### src/rtl/arb_pkg.sv
// rtl/arb_pkg.sv - shared types for the unified memory arbiter
package arb_pkg;

  typedef enum logic [1:0] {
    IDLE,
    GRANT_I,
    GRANT_D,
    RESP
  } arb_state_t;

  typedef enum logic {
    OWN_I,
    OWN_D
  } arb_owner_t;

  localparam int BURST_CNT_W = 4;

endpackage

### src/rtl/arb_starve_cnt.sv
// rtl/arb_starve_cnt.sv - saturating count of data grants won while a fetch waits
module arb_starve_cnt #(
  parameter int MAX_DATA_BURST = 4
) (
  input  logic                         clock,
  input  logic                         reset,
  input  logic                         clr,
  input  logic                         inc,
  output logic                         at_max,
  output logic [arb_pkg::BURST_CNT_W-1:0] cnt
);
  import arb_pkg::*;

  logic [BURST_CNT_W-1:0] cnt_q;
  logic [BURST_CNT_W-1:0] cnt_d;

  assign at_max = (cnt_q == BURST_CNT_W'(MAX_DATA_BURST));
  assign cnt    = cnt_q;

  always_comb begin
    cnt_d = cnt_q;
    if (clr) begin
      cnt_d = '0;
    end else if (inc && !at_max) begin
      cnt_d = cnt_q + 1'b1;
    end
  end

  always_ff @(posedge clock) begin
    if (reset) begin
      cnt_q <= '0;
    end else begin
      cnt_q <= cnt_d;
    end
  end

endmodule

### src/rtl/unified_mem_arbiter.sv
// rtl/unified_mem_arbiter.sv - shares one single-ported memory between fetch and load/store
module unified_mem_arbiter #(
  parameter int ADDR_W         = 32,
  parameter int DATA_W         = 32,
  parameter int MAX_DATA_BURST = 4
) (
  input  logic              clock,
  input  logic              reset,
  input  logic              if_req,
  input  logic [ADDR_W-1:0] if_addr,
  output logic [DATA_W-1:0] if_rdata,
  output logic              if_ready,
  input  logic              d_req,
  input  logic              d_we,
  input  logic [ADDR_W-1:0] d_addr,
  input  logic [DATA_W-1:0] d_wdata,
  output logic [DATA_W-1:0] d_rdata,
  output logic              d_ready,
  output logic              m_req,
  output logic              m_we,
  output logic [ADDR_W-1:0] m_addr,
  output logic [DATA_W-1:0] m_wdata,
  input  logic [DATA_W-1:0] m_rdata,
  input  logic              m_ack
);
  import arb_pkg::*;

  arb_state_t        state_q, state_d;
  logic              m_req_q, m_req_d;
  logic              m_we_q, m_we_d;
  logic [ADDR_W-1:0] m_addr_q, m_addr_d;
  logic [DATA_W-1:0] m_wdata_q, m_wdata_d;
  logic              if_ready_q, if_ready_d;
  logic              d_ready_q, d_ready_d;
  logic [DATA_W-1:0] if_rdata_q, if_rdata_d;
  logic [DATA_W-1:0] d_rdata_q, d_rdata_d;

  arb_owner_t               winner;
  logic                     cnt_clr;
  logic                     cnt_inc;
  logic                     burst_at_max;
  logic [BURST_CNT_W-1:0]   burst_cnt;

  arb_starve_cnt #(
    .MAX_DATA_BURST(MAX_DATA_BURST)
  ) u_starve_cnt (
    .clock (clock),
    .reset (reset),
    .clr   (cnt_clr),
    .inc   (cnt_inc),
    .at_max(burst_at_max),
    .cnt   (burst_cnt)
  );

  always_comb begin
    state_d    = state_q;
    m_req_d    = m_req_q;
    m_we_d     = m_we_q;
    m_addr_d   = m_addr_q;
    m_wdata_d  = m_wdata_q;
    if_rdata_d = if_rdata_q;
    d_rdata_d  = d_rdata_q;
    if_ready_d = 1'b0;
    d_ready_d  = 1'b0;
    cnt_clr    = 1'b0;
    cnt_inc    = 1'b0;
    winner     = OWN_D;

    case (state_q)
      IDLE: begin
        // Data wins unless a waiting fetch has already lost MAX_DATA_BURST times.
        if (d_req && (!if_req || !burst_at_max)) begin
          winner    = OWN_D;
          cnt_inc   = if_req;
          state_d   = GRANT_D;
          m_req_d   = 1'b1;
          m_we_d    = d_we;
          m_addr_d  = d_addr;
          m_wdata_d = d_wdata;
        end else if (if_req) begin
          winner    = OWN_I;
          cnt_clr   = 1'b1;
          state_d   = GRANT_I;
          m_req_d   = 1'b1;
          m_we_d    = 1'b0;
          m_addr_d  = if_addr;
        end
      end
      GRANT_I: begin
        if (m_ack) begin
          m_req_d    = 1'b0;
          m_we_d     = 1'b0;
          if_rdata_d = m_rdata;
          if_ready_d = 1'b1;
          state_d    = RESP;
        end
      end
      GRANT_D: begin
        if (m_ack) begin
          m_req_d   = 1'b0;
          m_we_d    = 1'b0;
          if (!m_we_q) begin
            d_rdata_d = m_rdata;
          end
          d_ready_d = 1'b1;
          state_d   = RESP;
        end
      end
      RESP: begin
        state_d = IDLE;
      end
      default: begin
        state_d = IDLE;
      end
    endcase
  end

  always_ff @(posedge clock) begin
    if (reset) begin
      state_q    <= IDLE;
      m_req_q    <= 1'b0;
      m_we_q     <= 1'b0;
      m_addr_q   <= '0;
      m_wdata_q  <= '0;
      if_ready_q <= 1'b0;
      d_ready_q  <= 1'b0;
      if_rdata_q <= '0;
      d_rdata_q  <= '0;
    end else begin
      state_q    <= state_d;
      m_req_q    <= m_req_d;
      m_we_q     <= m_we_d;
      m_addr_q   <= m_addr_d;
      m_wdata_q  <= m_wdata_d;
      if_ready_q <= if_ready_d;
      d_ready_q  <= d_ready_d;
      if_rdata_q <= if_rdata_d;
      d_rdata_q  <= d_rdata_d;
    end
  end

  assign m_req    = m_req_q;
  assign m_we     = m_we_q;
  assign m_addr   = m_addr_q;
  assign m_wdata  = m_wdata_q;
  assign if_ready = if_ready_q;
  assign d_ready  = d_ready_q;
  assign if_rdata = if_rdata_q;
  assign d_rdata  = d_rdata_q;

endmodule

### config.mk
export PLATFORM = sky130hd
export DESIGN_NAME = unified_mem_arbiter
export DESIGN_NICKNAME = d
export VERILOG_FILES = /design/src/rtl/arb_pkg.sv /design/src/rtl/arb_starve_cnt.sv /design/src/rtl/unified_mem_arbiter.sv
export SDC_FILE = /design/constraint.sdc
export NUM_CORES = 1
export LEC_CHECK = 0
export ABC_CLOCK_PERIOD_IN_PS = 2000
export CORE_ASPECT_RATIO = 1.75
export CORE_UTILIZATION = 41
export CTS_CLUSTER_DIAMETER = 50
export CTS_CLUSTER_SIZE = 25
export DETAILED_ROUTE_END_ITERATION = 16
export HOLD_SLACK_MARGIN = 0.06
export PLACE_DENSITY = 0.88
export SYNTH_ARGS = -nofsm -noshare
export SYNTH_HDL_FRONTEND = slang
export SYNTH_SLANG_ARGS = --single-unit
### constraint.sdc
create_clock -name clock -period 2 [get_ports clock]
set_input_delay 0.4 -clock clock [delete_from_list [all_inputs] [get_ports clock]]
set_output_delay 0.4 -clock clock [all_outputs]
set_load 0.1 [all_outputs]
==> results.ini <==
[outcome]
outcome = completed

[timing]
setup_tns_ps = 0
hold_viol_final = 0
worstMarginPinSlew_ps = 393
fmaxAchievable_ghz = 0.600
rsz0062_at_grt = false
relSlewSlack = 0.738
fin_crit_ps = 1670
drv_slew = 0
worst_hold_slack_ps = 454
skew_ps = 12.0
setup_viol = 0
finalCritPeriodShare = 0.833

[layout]
fillerInstances = 1102
stdcell_area_um2 = 8480
drive_gt1_frac = 0.222
num-nets-final = 1056
areaGrowthSynthToFinish_pct = 56.4
final-seq-area_um2 = 2760
multi_input_area_um2 = 2310
antenna_cells = 0
fin_cells = 1100

[synthesis]
synthFlopType = dfxtp_1
synth_seq_cells = 138
synth-adder-area-share = 0.0139
synth-edff-count = 0
synth_top_family_by_area = simple AND/OR/NAND/NOR gates
syn_area_um2 = 5420
muxShareOfSynthArea = 0
synth.most_common_cell = nand2_1
synth_xor_area_frac = 0
syn-instance-count = 668
synth.top_cell.area_share = 0.510
yosys.area_share.simple = 0.242
synthTopCellsByCount = nand2_1, dfxtp_1, a21oi_1, nor2_1, a311oi_1
synth_top_cell_by_area = dfxtp_1
syn_area_per_cell_um2 = 8.11
syn_nets = 808
synthArstFlopShare = 0
seq_area_frac_synth = 0.510
yosysUniqueCellTypes = 35
synth-warning-count = 0
synth-compound-area-share = 0.169
synth.area.top_cells = dfxtp_1, nand2_1, a21oi_1

[drt]
final_antenna_net_count = 0
wl_per_cell_um = 14.0
drc = 0
via_per_inst = 4.89
drt_wl_total_um = 15400
drt_iter0_drc = 239
vias = 5376
first_pass_iters = 5

[clocking]
cts_buffer_depth = 2
cts_hold_repair.buffers = 0
post-cts-setup-buffers = 0
cts_tree = yes
cts.sinks = 138
root_buffer = clkbuf_16
ctsResizeCount = 0
clock_latency_ps = 400
htreeDepth = 4
clk_pin_slew_ps = 60
numCtsBuffers = 17

[pwr]
leakage_nw = 3.44
power_per_cell_area_nw_per_um2 = 1580
max-vdd-ir-drop_uv = 1010

[placement]
gp_congestion = 0.788
hpwl_um = 10900
placed_cells = 1068
place_area_um2 = 7880
port_buffers = 265

[floorplan]
fp-row-count = 55
die_w_um = 88.9
core_um2 = 12900
io_pins = 266
dieArea_um2 = 13700
die-height_um = 154
initial_core_util = 0.419

[worst_setup_path]
crit_arrival_ps = 1970
critPathCaptureType = flip-flop
cp-startpoint = state_q[0]
startpoint_type = flip-flop
r2r_setup_slack_ps = 330
required_ps = 2300
r2r_start = state_q[0]
reg2reg_to = m_addr[19]
crit_fanout = 48
r2r_cells = 6
path_class = flip-flop to flip-flop

[global_route]
grtUsageTotal = 0.226
grt_pass1_wl_um = 24000
grt_max_degree = 80
grt-ovfl-total = 0
grt_pass1_vias = 5135
antenna_found_initial = 0

[flow_run]
cap_violations = 0

[min_path]
hold_end = if_rdata[11]
hp-class = flip-flop to flip-flop
hp-start = if_rdata[11]
hold_depth = 2

[where the power goes]
part	internal (mW)	total, mW	switching, mW
combinational	1.61	6.65	5.05
clock	1.97	3.16	1.19
sequential	3.27	3.55	0.276
[metal layers]
metal / vias to the layer above / track usage / share of wire
li1: 2702 / - / -
met1: 2439 / 0.229 / 0.36
met2: 196 / 0.420 / 0.56
met3: 39 / 0.0462 / 0.052
met4: 0 / 0.116 / 0.037
met5: - / 0 / 0
[how the worst max path moves through the flow]
stage / end / slack, ps
global route: m_req / 150
global placement: m_wdata[31] / 3
detailed placement: m_wdata[2] / -80
floorplan: d_rdata[11] / 80
finish: m_addr[19] / 330
CTS: m_wdata[2] / 130
[sequential cells by signal, indices dropped and copies added, names as in the netlist]
name	cells
d_rdata	32
if_rdata	32
m_addr	32
m_wdata	32
u_starve_cnt.cnt	4
state_q	2
d_ready	1
if_ready	1
m_req	1
m_we	1
[metrics by stage]
step                utilization  setup slack [ps]  total power [mW]
finish                    0.655               335              13.4
global route              0.655               146              13.9
CTS                       0.655               126              13.5
detailed placement        0.609             -80.5              10.3
global placement          0.609              3.39              10.2
floorplan                     -              83.9              8.75
[cells in the final DEF, fill, tap and decap left out, drive strengths merged, types with 2 or more instances in the layout]
master / instances
buf: 149
clkbuf: 19
a21oi: 103
clkinv: 4
a31oi: 2
nand2: 268
and2: 4
a311oi: 33
clkdlybuf4s50: 132
nand3: 2
clkinvlp: 3
dfxtp: 138
inv: 7
o21a: 2
nand4: 3
bufinv: 3
ha: 6
nor2: 40
nand4b: 2
[kinds of logic (layout without fill, tap and decap cells)]
logic type	count (synthesis)	after routing
adder cells (fa/ha/maj)	6	6
AND/OR/NAND/NOR	325	325
AO/OA/AOI/OAI	143	143
flip-flops	138	138
buffers and inverters	56	317
[critical path, cell delays in order (launching register included)]
cell	delay (ps)
dfxtp_1	320
inv_1	110
ha_1	340
o21a_2	250
buf_12	220
nor2_1	60
a311oi_1	250
[area by class of cell]
type | instances | share of cell area
multi-input combinational | 474 | 0.272
clock inverter | 13 | 0.0196
inverter | 4 | 0.00177
tap | 171 | 0.0252
timing repair buffer | 281 | 0.304
sequential | 138 | 0.326
clock buffer | 19 | 0.0511
Note: power is estimated with default switching activity, not from simulation.
